[src/rtl/icache_fetch_responder.sv]
// Direct-mapped, one-word-per-line instruction cache responder for the fetch stage.
// Lookups are combinational; misses stall the PC and refill over a req/ack memory port.
module icache_fetch_responder #(
    parameter int INDEX_BITS = 4,
    parameter int CNT_WIDTH  = 32
) (
    input  logic                 clk,
    input  logic                 rst,
    input  logic                 fetch_valid,
    input  logic [31:0]          fetch_addr,
    input  logic                 invalidate,
    output logic [31:0]          inst,
    output logic                 hit,
    output logic                 stall,
    output logic                 mem_req,
    output logic [31:0]          mem_addr,
    input  logic                 mem_ack,
    input  logic [31:0]          mem_rdata,
    output logic [CNT_WIDTH-1:0] hit_cnt,
    output logic [CNT_WIDTH-1:0] miss_cnt
);
    localparam int LINES    = 1 << INDEX_BITS;
    localparam int TAG_BITS = 30 - INDEX_BITS;
    localparam logic [CNT_WIDTH-1:0] CNT_MAX = '1;

    typedef enum logic {IDLE = 1'b0, REQ = 1'b1} fsmState;
    fsmState state;

    logic [LINES-1:0]    validBits;
    logic [TAG_BITS-1:0] tagArr [LINES];
    logic [31:0]         dataArr [LINES];
    logic                invPending;

    logic [INDEX_BITS-1:0] lookupIdx, fillIdx;
    logic [TAG_BITS-1:0]   lookupTag, fillTag;
    logic                  miss, fillDone, keepLine;
    logic [LINES-1:0]      validAfterInv, fillMask;

    always_comb begin
        lookupIdx     = fetch_addr[INDEX_BITS+1:2];
        lookupTag     = fetch_addr[31:INDEX_BITS+2];
        fillIdx       = mem_addr[INDEX_BITS+1:2];
        fillTag       = mem_addr[31:INDEX_BITS+2];
        hit           = (state == IDLE) && fetch_valid && validBits[lookupIdx]
                        && (tagArr[lookupIdx] == lookupTag);
        inst          = hit ? dataArr[lookupIdx] : 32'h0;
        miss          = (state == IDLE) && fetch_valid && !hit;
        stall         = (fetch_valid && !hit) || (state == REQ);
        fillDone      = (state == REQ) && mem_ack;
        // An invalidate seen at any point of the refill, including the ack cycle, poisons the line.
        keepLine      = !(invPending || invalidate);
        validAfterInv = invalidate ? '0 : validBits;
        fillMask           = '0;
        fillMask[fillIdx]  = 1'b1;
    end

    // Memory handshake: mem_req rises the cycle after a miss and stays high with mem_addr
    // stable until a one-cycle mem_ack; the word transfers on the edge where both are high.
    always_ff @(posedge clk) begin
        if (rst) begin
            state      <= IDLE;
            mem_req    <= 1'b0;
            mem_addr   <= 32'h0;
            validBits  <= '0;
            invPending <= 1'b0;
            hit_cnt    <= '0;
            miss_cnt   <= '0;
        end else begin
            case (state)
                IDLE: begin
                    validBits <= validAfterInv;
                    if (miss) begin
                        mem_addr <= fetch_addr & 32'hFFFF_FFFC;
                        mem_req  <= 1'b1;
                        state    <= REQ;
                        if (miss_cnt != CNT_MAX) miss_cnt <= miss_cnt + CNT_WIDTH'(1);
                    end
                    if (hit && (hit_cnt != CNT_MAX)) hit_cnt <= hit_cnt + CNT_WIDTH'(1);
                end
                REQ: begin
                    if (mem_ack) begin
                        validBits  <= keepLine ? (validAfterInv | fillMask)
                                               : (validAfterInv & ~fillMask);
                        invPending <= 1'b0;
                        mem_req    <= 1'b0;
                        state      <= IDLE;
                    end else begin
                        validBits  <= validAfterInv;
                        invPending <= invPending | invalidate;
                    end
                end
                default: state <= IDLE;
            endcase
        end
    end

    // Tag and data carry no reset; the valid bits alone decide whether a line is usable.
    always_ff @(posedge clk) begin
        if (!rst && fillDone) begin
            tagArr[fillIdx]  <= fillTag;
            dataArr[fillIdx] <= mem_rdata;
        end
    end

endmodule

[config.mk]
export PLATFORM = sky130hd
export DESIGN_NAME = icache_fetch_responder
export DESIGN_NICKNAME = d
export VERILOG_FILES = /design/src/rtl/icache_fetch_responder.sv
export SDC_FILE = /design/constraint.sdc
export NUM_CORES = 1
export LEC_CHECK = 0
export CAP_MARGIN = 20
export CORE_MARGIN = 2
export CORE_UTILIZATION = 55
export CTS_BUF_LIST = sky130_fd_sc_hd__clkbuf_16
export DETAILED_ROUTE_END_ITERATION = 12
export PLACE_DENSITY_LB_ADDON = 0.05
export SLEW_MARGIN = 20
export SYNTH_ARGS = -nofsm -noshare
export SYNTH_HDL_FRONTEND = slang
export SYNTH_SLANG_ARGS = --single-unit
export TNS_END_PERCENT = 20
[constraint.sdc]
create_clock -name clk -period 8.5 [get_ports clk]
set_clock_uncertainty 0.1 [all_clocks]
set_input_delay 1.275 -clock clk [delete_from_list [all_inputs] [get_ports clk]]
set_output_delay 1.275 -clock clk [all_outputs]
set_load 0.005 [all_outputs]
==> flow_metrics.py, run 1 <==
metrics = {
    "run_status": {
        "status": "finished clean",
    },
    "route": {
        "drtAntennaViolNets": 0,
        "wire_per_inst_um": 27.9,
        "wirelength_um": 96800,
        "vias_per_cell": 6.29,
        "drt_iter0_drc": 2028,
        "first_pass_iters": 6,
        "drc": 0,
        "via_count": 21835,
    },
    "pwr": {
        "power_mw": 10.6,
        "ir_drop_v": 0.000154,
        "leakage_nw": 15.7,
        "p_per_area_nw_per_um2": 222,
        "p_comb_share_pct": 4.6,
        "p_sw_share_pct": 21.2,
        "seqPwrFrac_pct": 53.2,
        "p_clk_share_pct": 42.2,
        "p_int_mw": 8.36,
        "p_switching_mw": 2.24,
    },
    "floorplanning": {
        "num_rows": 100,
        "fp.coreArea_sq_um": 74600,
        "start_util_pct": 55.6,
        "die_area_sq_um": 77600,
        "dieHeight_um": 279,
        "ioPinCount": 200,
        "die_w_um": 279,
    },
    "worst_setup_path": {
        "cp-start-kind": "primary input",
        "critPathArrivalTime_ns": 5.76,
        "path_cells": "buf_6, buf_4, mux4_2, mux2i_1, xor2_1, mux2i_1, nor4_2, and4_2, buf_4, and3_1, clkdlybuf4s50_1",
        "cp.required_ns": 7.12,
        "path_max_fanout": 75,
        "critPathBufInv": 4,
        "critical_path.endpoint_type": "output port",
        "critical-path-slowest-cell": "buf_6",
        "max_stage_delay_ns": 0.67,
        "worstSetupPathType": "in -> out",
        "path_delay_family": "buffers and inverters",
    },
    "logic_synthesis": {
        "synthXorXnorAreaFrac_pct": 0.507,
        "synth_adder_area_share_pct": 0.0604,
        "async_reset_ff_share_pct": 0,
        "syn-instance-count": 2189,
        "yosys_warnings": 0,
        "synth_compound_area_share_pct": 2.82,
        "synth.distinct_cells": 71,
        "ys.flop_type": "edfxtp_1",
        "synth_top_family_by_area": "multiplexers",
        "synth_top_area_share_pct": 67.2,
        "synth_seq_area_share_pct": 72.7,
        "synth-simple-area-share_pct": 5.90,
        "synth.cell_area_sq_um": 41500,
        "synth_edf_count": 928,
        "synth_top_cell_by_area": "edfxtp_1",
        "synth.area.top_cells": "edfxtp_1, mux4_2, dfxtp_1",
        "synth.area.mux_share_pct": 16.3,
        "ys_seq_elements": 1041,
        "syn_area_per_cell_sq_um": 18.9,
    },
    "place": {
        "dpl.cell_count": 3272,
        "place_ws_ns": 1.35,
        "dpl.hpwl_um": 52100,
        "portBuffers": 195,
        "gp_congestion": 0.796,
        "post_dp_cell_area_sq_um": 44400,
    },
    "grt": {
        "grt_max_degree": 77,
        "grt_pass1_wl_um": 143000,
        "grt_usage_pct": 25.2,
        "first_global_vias": 22047,
        "antenna_found_initial": 5,
        "grt_overflow": 0,
    },
    "cts": {
        "cts_root_buf": "clkbuf_16",
        "cts_tree": "done",
        "holdBufCountCts": 0,
        "insertion_delay_ns": 0.68,
        "clkSlewWorstSetupHoldPaths_ns": 0.06,
        "cts_setup_buffers": 0,
        "clock_path_buffers": 3,
        "cts_made_buffers": 107,
        "cts_resized": 0,
        "cts_sinks": 1041,
        "cts_max_level": 3,
    },
    "layout": {
        "syn2layout_area_growth_pct": 15.4,
        "post_route_cells_drive_above_1_share_pct": 19.9,
        "final_area_sq_um": 47800,
        "nets": 2483,
        "final_util_pct": 64.1,
        "instances_no_fill": 3472,
    },
    "timing": {
        "postLayoutSetupSlackWorst_ns": 1.36,
        "rsz0062_at_grt": "false",
        "slew_viol_final": 0,
        "hold_viol": 0,
        "fin_hold_ws_ns": 0.378,
        "min_period_over_period_pct": 84.0,
        "tns_ns": 0,
        "final-setup-viol-count": 0,
        "period_needed_ns": 7.14,
        "max_freq_ghz": 0.140,
        "worst_pin_slew_ns": 1.15,
        "max_slew_margin_pct": 23.5,
    },
    "min_path": {
        "hold_path_class": "reg -> reg",
    },
    "run": {
        "maxCapViolations": 0,
    },
}
==> layout by cell type (no fill, tap or decap), drive strengths merged, types with 6 or more instances in the layout <==
cell type and instances:
and2 11, mux2i 95, and3 52, nor2b 22, dfxtp 113, xnor2 16
buf 49, o22ai 6, o31ai 12, or3 51, nand3 34, and4 9
clkinv 52, a22oi 14, edfxtp 928, clkbuf 109, or2 6, mux2 22
mux4 246, nand2b 14, nand2 46, or4 11, bufinv 7, a22o 6
nand4 24, nor3 26, nor3b 8, o21ai 53, clkdlybuf4s50 190, nor2 81
nor4 16, inv 43, a21oi 62, xor2 8, nand4b 10
==> kinds of logic after synthesis <==
logic type      Yosys count
compound gates          185
mux                     363
simple gates            433
xor+xnor                 24
buf+inv                 140
fa+ha+maj                 2
other cells               1
flops                  1041
==> path summary, 6_finish.rpt <==
| kind | from | to | slack, ns | depth (start not counted) |
|---|---|---|---|---|
| setup / recovery | fetch_addr[4] | inst[8] | 1.36 | 11 |
| hold / removal | validBits[11] | validBits[11] | 0.38 | 2 |
| setup reg to reg | tagArr[6][22] | hit_cnt[25] | 4.04 | 9 |
| hold reg to reg | validBits[11] | validBits[11] | 0.38 | 2 |
==> worst reg2reg max path: stages (launching register included) <==
cell and delay [ns]:
edfxtp_1 0.36, mux4_2 0.48, mux2i_1 0.17, xnor2_1 0.13, nor4b_1 0.78, o2111a_1 0.35
and4_2 0.60, nand3_4 0.55, or4_1 0.67, a21oi_1 0.17
==> cell type report <==
| cell class | instances | area [sq um] |
|---|---|---|
| antenna | 1 | 2.50 |
| timing repair buffer | 239 | 2300 |
| fill | 5124 | 26800 |
| clock buffer | 109 | 2730 |
| sequential | 1041 | 30100 |
| clock inverter | 90 | 661 |
| multi-input combinational | 1009 | 10700 |
| inverter | 14 | 53.8 |
| tap | 969 | 1210 |
==> routing by layer <==
metal / GRT usage [%] / vias up / share of wire, %
met2: 43.5 / 605 / 52
met4: 6.30 / 8 / 1.9
met1: 34.2 / 11651 / 41
li1: - / 9436 / -
met3: 3.40 / 135 / 4.7
met5: 0 / - / 0.056
==> cell usage after synthesis (4+ instances only) <==
library cell and n:
mux2i_1 95, a211o_1 4, or2_2 6, nand2_1 46, mux4_2 239, nor3b_1 8
and2_1 10, o31ai_1 12, buf_6 9, xor2_1 8, nand4b_1 10, mux2_2 21
buf_2 25, clkbuf_1 60, or4_1 11, nand3_1 33, nand3b_1 5, edfxtp_1 928
o21ai_0 52, a21oi_1 61, dfxtp_1 113, o22ai_1 6, nor4_1 14, xnor2_1 16
mux4_1 7, nand4_1 24, nor3_1 26, nand2b_1 14, and4_1 9, inv_1 13
a22oi_1 14, buf_4 10, nor2b_1 22, nor2_1 81, and3_1 52, buf_1 19
a22o_1 6, or3_1 51
==> state kept, by name, indices dropped and copies added, names as in the netlist <==
register    flops
mem_req         1
hit_cnt        32
tagArr        416
dataArr       512
mem_addr       30
miss_cnt       32
state           1
invPending      1
validBits      16
==> power by group through the flow <==
| stage | Sequential (mW) | Clock [mW] | Combinational, mW |
|---|---|---|---|
| floorplan | 5.73 | 0 | 0.305 |
| global placement | 5.74 | 0 | 0.485 |
| detailed placement | 5.75 | 0 | 0.493 |
| CTS | 5.64 | 4.55 | 0.494 |
| global route | 5.64 | 4.75 | 0.520 |
| finish | 5.64 | 4.47 | 0.487 |
Note: power is estimated with default switching activity, not from simulation.
==> run 2, diff against run 1 <==
==> constraint.sdc (replaced) <==
create_clock -name clk -period 7.15 [get_ports clk]
set_clock_uncertainty 0.1 [all_clocks]
set_input_delay 1.0725 -clock clk [delete_from_list [all_inputs] [get_ports clk]]
set_output_delay 1.0725 -clock clk [all_outputs]
set_load 0.005 [all_outputs]
==> run 2 against run 1 <==
Sequential share of layout area down 0.47 points. Die area unchanged. Via count down 0.40%. Clock power up 25%. Setup slack worse by 0.62 ns.
==> flow_metrics.py, run 2 (synthesized netlist as in run 1, its figures left out) <==
metrics = {
    "run_status": {
        "status": "finished clean",
    },
    "min_path": {
        "worstHoldPathCells": 2,
        "hold_end": "mem_req",
        "min-delay-start": "mem_req",
        "hold_path_class": "reg -> reg",
    },
    "pwr": {
        "power_mw": 12.9,
        "p_per_area_nw_per_um2": 267,
        "leakage_nw": 15.8,
        "ir_drop_v": 0.000221,
    },
    "grt": {
        "grt_pass1_wl_um": 142000,
        "antenna_found_initial": 4,
        "grt_usage_pct": 25.0,
        "grt_overflow": 0,
        "grt_max_degree": 61,
        "first_global_vias": 21997,
    },
    "layout": {
        "instances_no_fill": 3484,
        "nets": 2494,
        "layout_commonest_cell": "edfxtp_1",
        "nFillCells": 5095,
        "largest_reg_flops": 512,
        "top_regs": "dataArr: 512 flops, tagArr: 416 flops",
        "regMostFlops": "dataArr",
        "layout_common_cells": "edfxtp_1, mux4_2, clkdlybuf4s50_1",
        "multi_input_area_sq_um": 10700,
        "syn2layout_area_growth_pct": 16.2,
        "post_route_cells_drive_above_1_share_pct": 20.4,
        "regArea_sq_um": 30100,
    },
    "floorplanning": {
        "ioPinCount": 200,
        "dieHeight_um": 279,
        "start_util_pct": 55.6,
        "die_area_sq_um": 77600,
        "die_w_um": 279,
        "num_rows": 100,
        "fp.coreArea_sq_um": 74600,
    },
    "worst_setup_path": {
        "worstSetupPathType": "in -> out",
        "worstReg2RegStart": "tagArr[5][22]",
        "r2r_setup_slack_ns": 2.49,
        "cp.required_ns": 5.98,
        "reg2regPathDepth": 9,
        "critical_path.endpoint_type": "output port",
        "path_max_fanout": 47,
        "cp-start-kind": "primary input",
        "timing.rr.end": "hit_cnt[23]",
        "critPathArrivalTime_ns": 5.24,
    },
    "route": {
        "drc": 0,
        "via_count": 21747,
        "wirelength_um": 96700,
        "wire_per_inst_um": 27.8,
        "vias_per_cell": 6.24,
        "drt_iter0_drc": 2070,
        "first_pass_iters": 5,
        "drtAntennaViolNets": 0,
    },
    "timing": {
        "worst_pin_slew_ns": 1.15,
        "min_period_over_period_pct": 89.7,
        "max_freq_ghz": 0.156,
        "tns_ns": 0,
        "max_slew_margin_pct": 23.3,
        "rsz0062_at_grt": "false",
        "slew_viol_final": 0,
        "final-setup-viol-count": 0,
        "hold_viol": 0,
        "period_needed_ns": 6.41,
    },
    "cts": {
        "insertion_delay_ns": 0.67,
        "cts_root_buf": "clkbuf_16",
        "cts_made_buffers": 106,
        "clkSlewWorstSetupHoldPaths_ns": 0.06,
        "cts_max_level": 3,
        "cts_tree": "done",
        "cts_sinks": 1041,
        "cts_setup_buffers": 0,
        "holdBufCountCts": 0,
        "clock_path_buffers": 3,
        "cts_resized": 0,
    },
    "place": {
        "dpl.hpwl_um": 52500,
        "portBuffers": 195,
        "dpl.cell_count": 3282,
        "gp_congestion": 0.796,
    },
    "run": {
        "maxCapViolations": 0,
    },
}
[run 2: cell count changes in the layout (fill, tap and decap cells not counted), sizes merged]
cell,delta
buf,+12
inv,-8
clkinvlp,+3
bufinv,+9
clkinv,-3
clkbuf,-1
[run 2: per-layer routing]
layer / GRT usage, % / up-vias / share of wire (%)
met5: 0 / - / 0.013
met4: 6.62 / 2 / 2.2
met3: 3.65 / 129 / 5.3
met2: 42.3 / 664 / 51
met1: 34.6 / 11480 / 42
li1: - / 9472 / -
[run 2: cell type report]
class / instances / area share [%]
Sequential cell: 1041 / 62.5
Multi-Input combinational cell: 1009 / 22.3
Clock buffer: 108 / 5.61
Timing Repair Buffer: 251 / 5.16
Tap cell: 969 / 2.52
Clock inverter: 91 / 1.78
Inverter: 14 / 0.112
Antenna cell: 1 / 0.00519
[run 2: worst max path at each step]
stage	start	endpoint	slack, ns	depth (start not counted)
2_1_floorplan	mem_ack	dataArr[12][0]	0.88	4
3_3_place_gp	fetch_addr[2]	inst[7]	0.72	11
3_5_place_dp	fetch_addr[2]	inst[9]	0.72	11
4_1_cts	fetch_addr[2]	inst[7]	0.69	11
5_1_grt	fetch_addr[3]	inst[10]	0.43	11
6_report	fetch_addr[3]	inst[8]	0.74	11
[run 2: power by group]
group / internal (mW) / leakage (nW) / switching [mW]
Clock: 3.32 / 1.82 / 2.28
Combinational: 0.266 / 4.44 / 0.320
Sequential: 6.65 / 9.56 / 0.0526
[run 2: metrics by stage]
stage / setup WS [ns] / instance area (sq um) / hold slack [ns] / util [%]
final: 0.739 / 48200 / 0.364 / 64.6
after detailed placement: 0.717 / 44600 / 0.352 / 59.8
after global placement: 0.718 / 44600 / 0.353 / 59.8
after global routing: 0.430 / 48200 / 0.399 / 64.6
after floorplan: 0.877 / 41500 / 0.350 / -
after CTS: 0.691 / 48100 / 0.365 / 64.5
[run 2: critical path, cell delays in order]
cell and delay, ns:
buf_8 0.35, buf_4 0.54, mux4_2 0.58, mux2i_1 0.18
xnor2_1 0.10, mux2i_1 0.31, and2_1 0.21, and4_2 0.81
buf_4 0.32, and3_1 0.18, clkdlybuf4s50_1 0.51
==> run 3, diff against run 2 <==
--- a/config.mk
+++ b/config.mk
@@ -5,7 +5,8 @@
 export SDC_FILE = /design/constraint.sdc
 export NUM_CORES = 1
 export LEC_CHECK = 0
-export CAP_MARGIN = 20
+export ABC_AREA = 1
+export CAP_MARGIN = 40
 export CORE_MARGIN = 2
 export CORE_UTILIZATION = 55
 export CTS_BUF_LIST = sky130_fd_sc_hd__clkbuf_16
==> run 3 against run 2 <==
Combinational power is 32% higher. Flip-flop and latch count did not move. Fmax rose by 6.1%. Largest cell class unchanged. Clock power down 5.9%. Core utilization is 1.3 points lower. Global-route usage rose by 3.0 points. Total power is 0.87% lower. Cell count increased by 55%.
==> flow_metrics.py, run 3 <==
metrics = {
    "run_status": {
        "status": "finished clean",
    },
    "layout": {
        "layout_commonest_cell": "nand2_1",
        "layout_common_cells": "nand2_1, edfxtp_1, nand3_1",
        "final_util_pct": 63.3,
        "nFillCells": 6387,
        "final_area_sq_um": 50700,
        "syn2layout_area_growth_pct": 14.5,
        "post_route_cells_drive_above_1_share_pct": 6.74,
        "top_regs": "dataArr: 512 flops, tagArr: 416 flops",
        "regMostFlops": "dataArr",
        "largest_reg_flops": 512,
        "nets": 4333,
    },
    "logic_synthesis": {
        "synth_seq_area_share_pct": 68.0,
        "synth.distinct_cells": 39,
        "syn_area_per_cell_sq_um": 10.8,
        "yosys_warnings": 0,
        "synth_top_cell_by_area": "edfxtp_1",
        "ys_seq_elements": 1041,
        "synth.area.top_cells": "edfxtp_1, nand2_1, dfxtp_1",
        "ys.flop_type": "edfxtp_1",
        "yosys-top-cells-count": "nand2_1, edfxtp_1, nand3_1",
        "synth_edf_count": 928,
        "synth_top_area_share_pct": 62.9,
        "async_reset_ff_share_pct": 0,
        "synth.cell_area_sq_um": 44300,
        "synth.most_common_cell": "nand2_1",
        "syn-instance-count": 4119,
    },
    "pwr": {
        "p_per_area_nw_per_um2": 252,
        "ir_drop_v": 0.000229,
        "leakage_nw": 18.6,
        "power_mw": 12.8,
    },
    "route": {
        "via_count": 30855,
        "wirelength_um": 116000,
        "wire_per_inst_um": 21.5,
        "drtAntennaViolNets": 0,
        "drt_iter0_drc": 3046,
        "first_pass_iters": 6,
        "vias_per_cell": 5.71,
        "drc": 0,
    },
    "cts": {
        "clock_path_buffers": 3,
        "cts_resized": 0,
        "clkSlewWorstSetupHoldPaths_ns": 0.06,
        "cts_setup_buffers": 0,
        "cts_root_buf": "clkbuf_16",
        "insertion_delay_ns": 0.67,
        "cts_tree": "done",
        "holdBufCountCts": 0,
        "cts_max_level": 3,
        "cts_sinks": 1041,
        "cts_made_buffers": 105,
    },
    "min_path": {
        "worstHoldPathCells": 2,
        "hold_path_class": "reg -> reg",
    },
    "worst_setup_path": {
        "path_max_fanout": 65,
        "cp-start-kind": "primary input",
        "critical_path.endpoint_type": "output port",
        "reg2regPathDepth": 18,
        "worstSetupPathType": "in -> out",
        "critPathArrivalTime_ns": 4.87,
        "cp.required_ns": 5.98,
    },
    "floorplanning": {
        "ioPinCount": 200,
        "die_area_sq_um": 82800,
        "die_w_um": 288,
        "dieHeight_um": 288,
        "fp.coreArea_sq_um": 80200,
        "start_util_pct": 55.3,
        "num_rows": 104,
    },
    "grt": {
        "first_global_vias": 29040,
        "grt_pass1_wl_um": 176000,
        "antenna_found_initial": 5,
        "grt_overflow": 0,
        "grt_usage_pct": 28.0,
        "grt_max_degree": 125,
    },
    "place": {
        "gp_congestion": 0.899,
        "portBuffers": 195,
        "dpl.hpwl_um": 64300,
        "place_ws_ns": 1.10,
        "post_dp_cell_area_sq_um": 47400,
    },
    "timing": {
        "max_freq_ghz": 0.165,
        "min_period_over_period_pct": 84.5,
        "worst_pin_slew_ns": 0.969,
        "slew_viol_final": 0,
        "final-setup-viol-count": 0,
        "tns_ns": 0,
        "postLayoutSetupSlackWorst_ns": 1.11,
        "hold_viol": 0,
        "period_needed_ns": 6.04,
        "max_slew_margin_pct": 35.4,
        "rsz0062_at_grt": "false",
    },
    "run": {
        "maxCapViolations": 0,
    },
}
## run 3: cell count changes in the layout (fill, tap and decap cells not counted), moves of 95 or more
| cell | before | now |
|---|---|---|
| a21oi_1 | 61 | 286 |
| nor2_1 | 69 | 289 |
| mux2i_1 | 95 | 0 |
| inv_1 | 32 | 312 |
| a221oi_1 | 1 | 101 |
| nand3_1 | 33 | 352 |
| nand2_1 | 46 | 1121 |
| mux4_2 | 239 | 0 |
## run 3: worst max-delay path: stages
cell and delay [ns]:
buf_8 0.21, inv_8 0.37, buf_4 0.51, nand2_1 0.10, nand2_1 0.08, nand2_1 0.05
nand3_1 0.08, nand3_1 0.12, nand2_1 0.11, nand2_1 0.05, nand2_1 0.19, nand2_1 0.09
nor2_1 0.11, nand3_1 0.12, nor2_4 0.14, inv_2 0.22, buf_4 0.32, nor3_2 0.27
clkdlybuf4s50_1 0.58
## run 3: final timing paths
path	start	endpoint	slack [ns]
worst max-delay path	fetch_addr[2]	inst[18]	1.11
worst min-delay path	validBits[13]	validBits[13]	0.37
worst min register to register	validBits[13]	validBits[13]	0.37
worst max register to register	tagArr[5][7]	mem_addr[17]	3.34
## run 3: kinds of logic (layout without fill, tap and decap cells)
kind of cell / Yosys count / in the layout / share of synthesized area, %
flops: 1041 / 1041 / 68.0
compound gates: 527 / 527 / 7.17
simple gates: 1977 / 1977 / 19.0
buf+inv: 538 / 762 / 5.11
other cells: 1 / 4 / 0.00847
xor+xnor: 33 / 33 / 0.653
fa+ha+maj: 2 / 2 / 0.0565
## run 3: routing by layer
metal / up-vias / global-route usage (%) / wire, um
met2: 1144 / 46.5 / 56800
li1: 14638 / - / -
met1: 14880 / 39.1 / 49000
met3: 187 / 3.67 / 7770
met4: 6 / 8.06 / 2900
met5: - / 0 / 37
## run 3: area by class of cell
type                            count  area (sq um)  share of cell area (%)
Clock buffer                      106          2650                    5.23
Inverter                          299          1150                    2.27
Tap cell                         1060          1330                    2.61
Timing Repair Buffer              274          2810                    5.54
Sequential cell                  1041         30100                    59.4
Clock inverter                     83           633                    1.25
Multi-Input combinational cell   2541         12000                    23.7
Antenna cell                        2          5.00                 0.00986
## run 3: stage by stage
| stage | cells | hold WS (ns) |
|---|---|---|
| 2_1_floorplan | 4120 | 0.344 |
| 3_3_place_gp | 5205 | 0.353 |
| 3_5_place_dp | 5214 | 0.359 |
| 4_1_cts | 5403 | 0.368 |
| 5_1_grt | 5406 | 0.389 |
| 6_report | 5406 | 0.371 |
## run 3: where the power goes
part	total, mW	internal [mW]	switching, mW
Sequential	6.74	6.67	0.0679
Clock	5.26	3.00	2.26
Combinational	0.771	0.239	0.532
Total	12.8	9.91	2.86
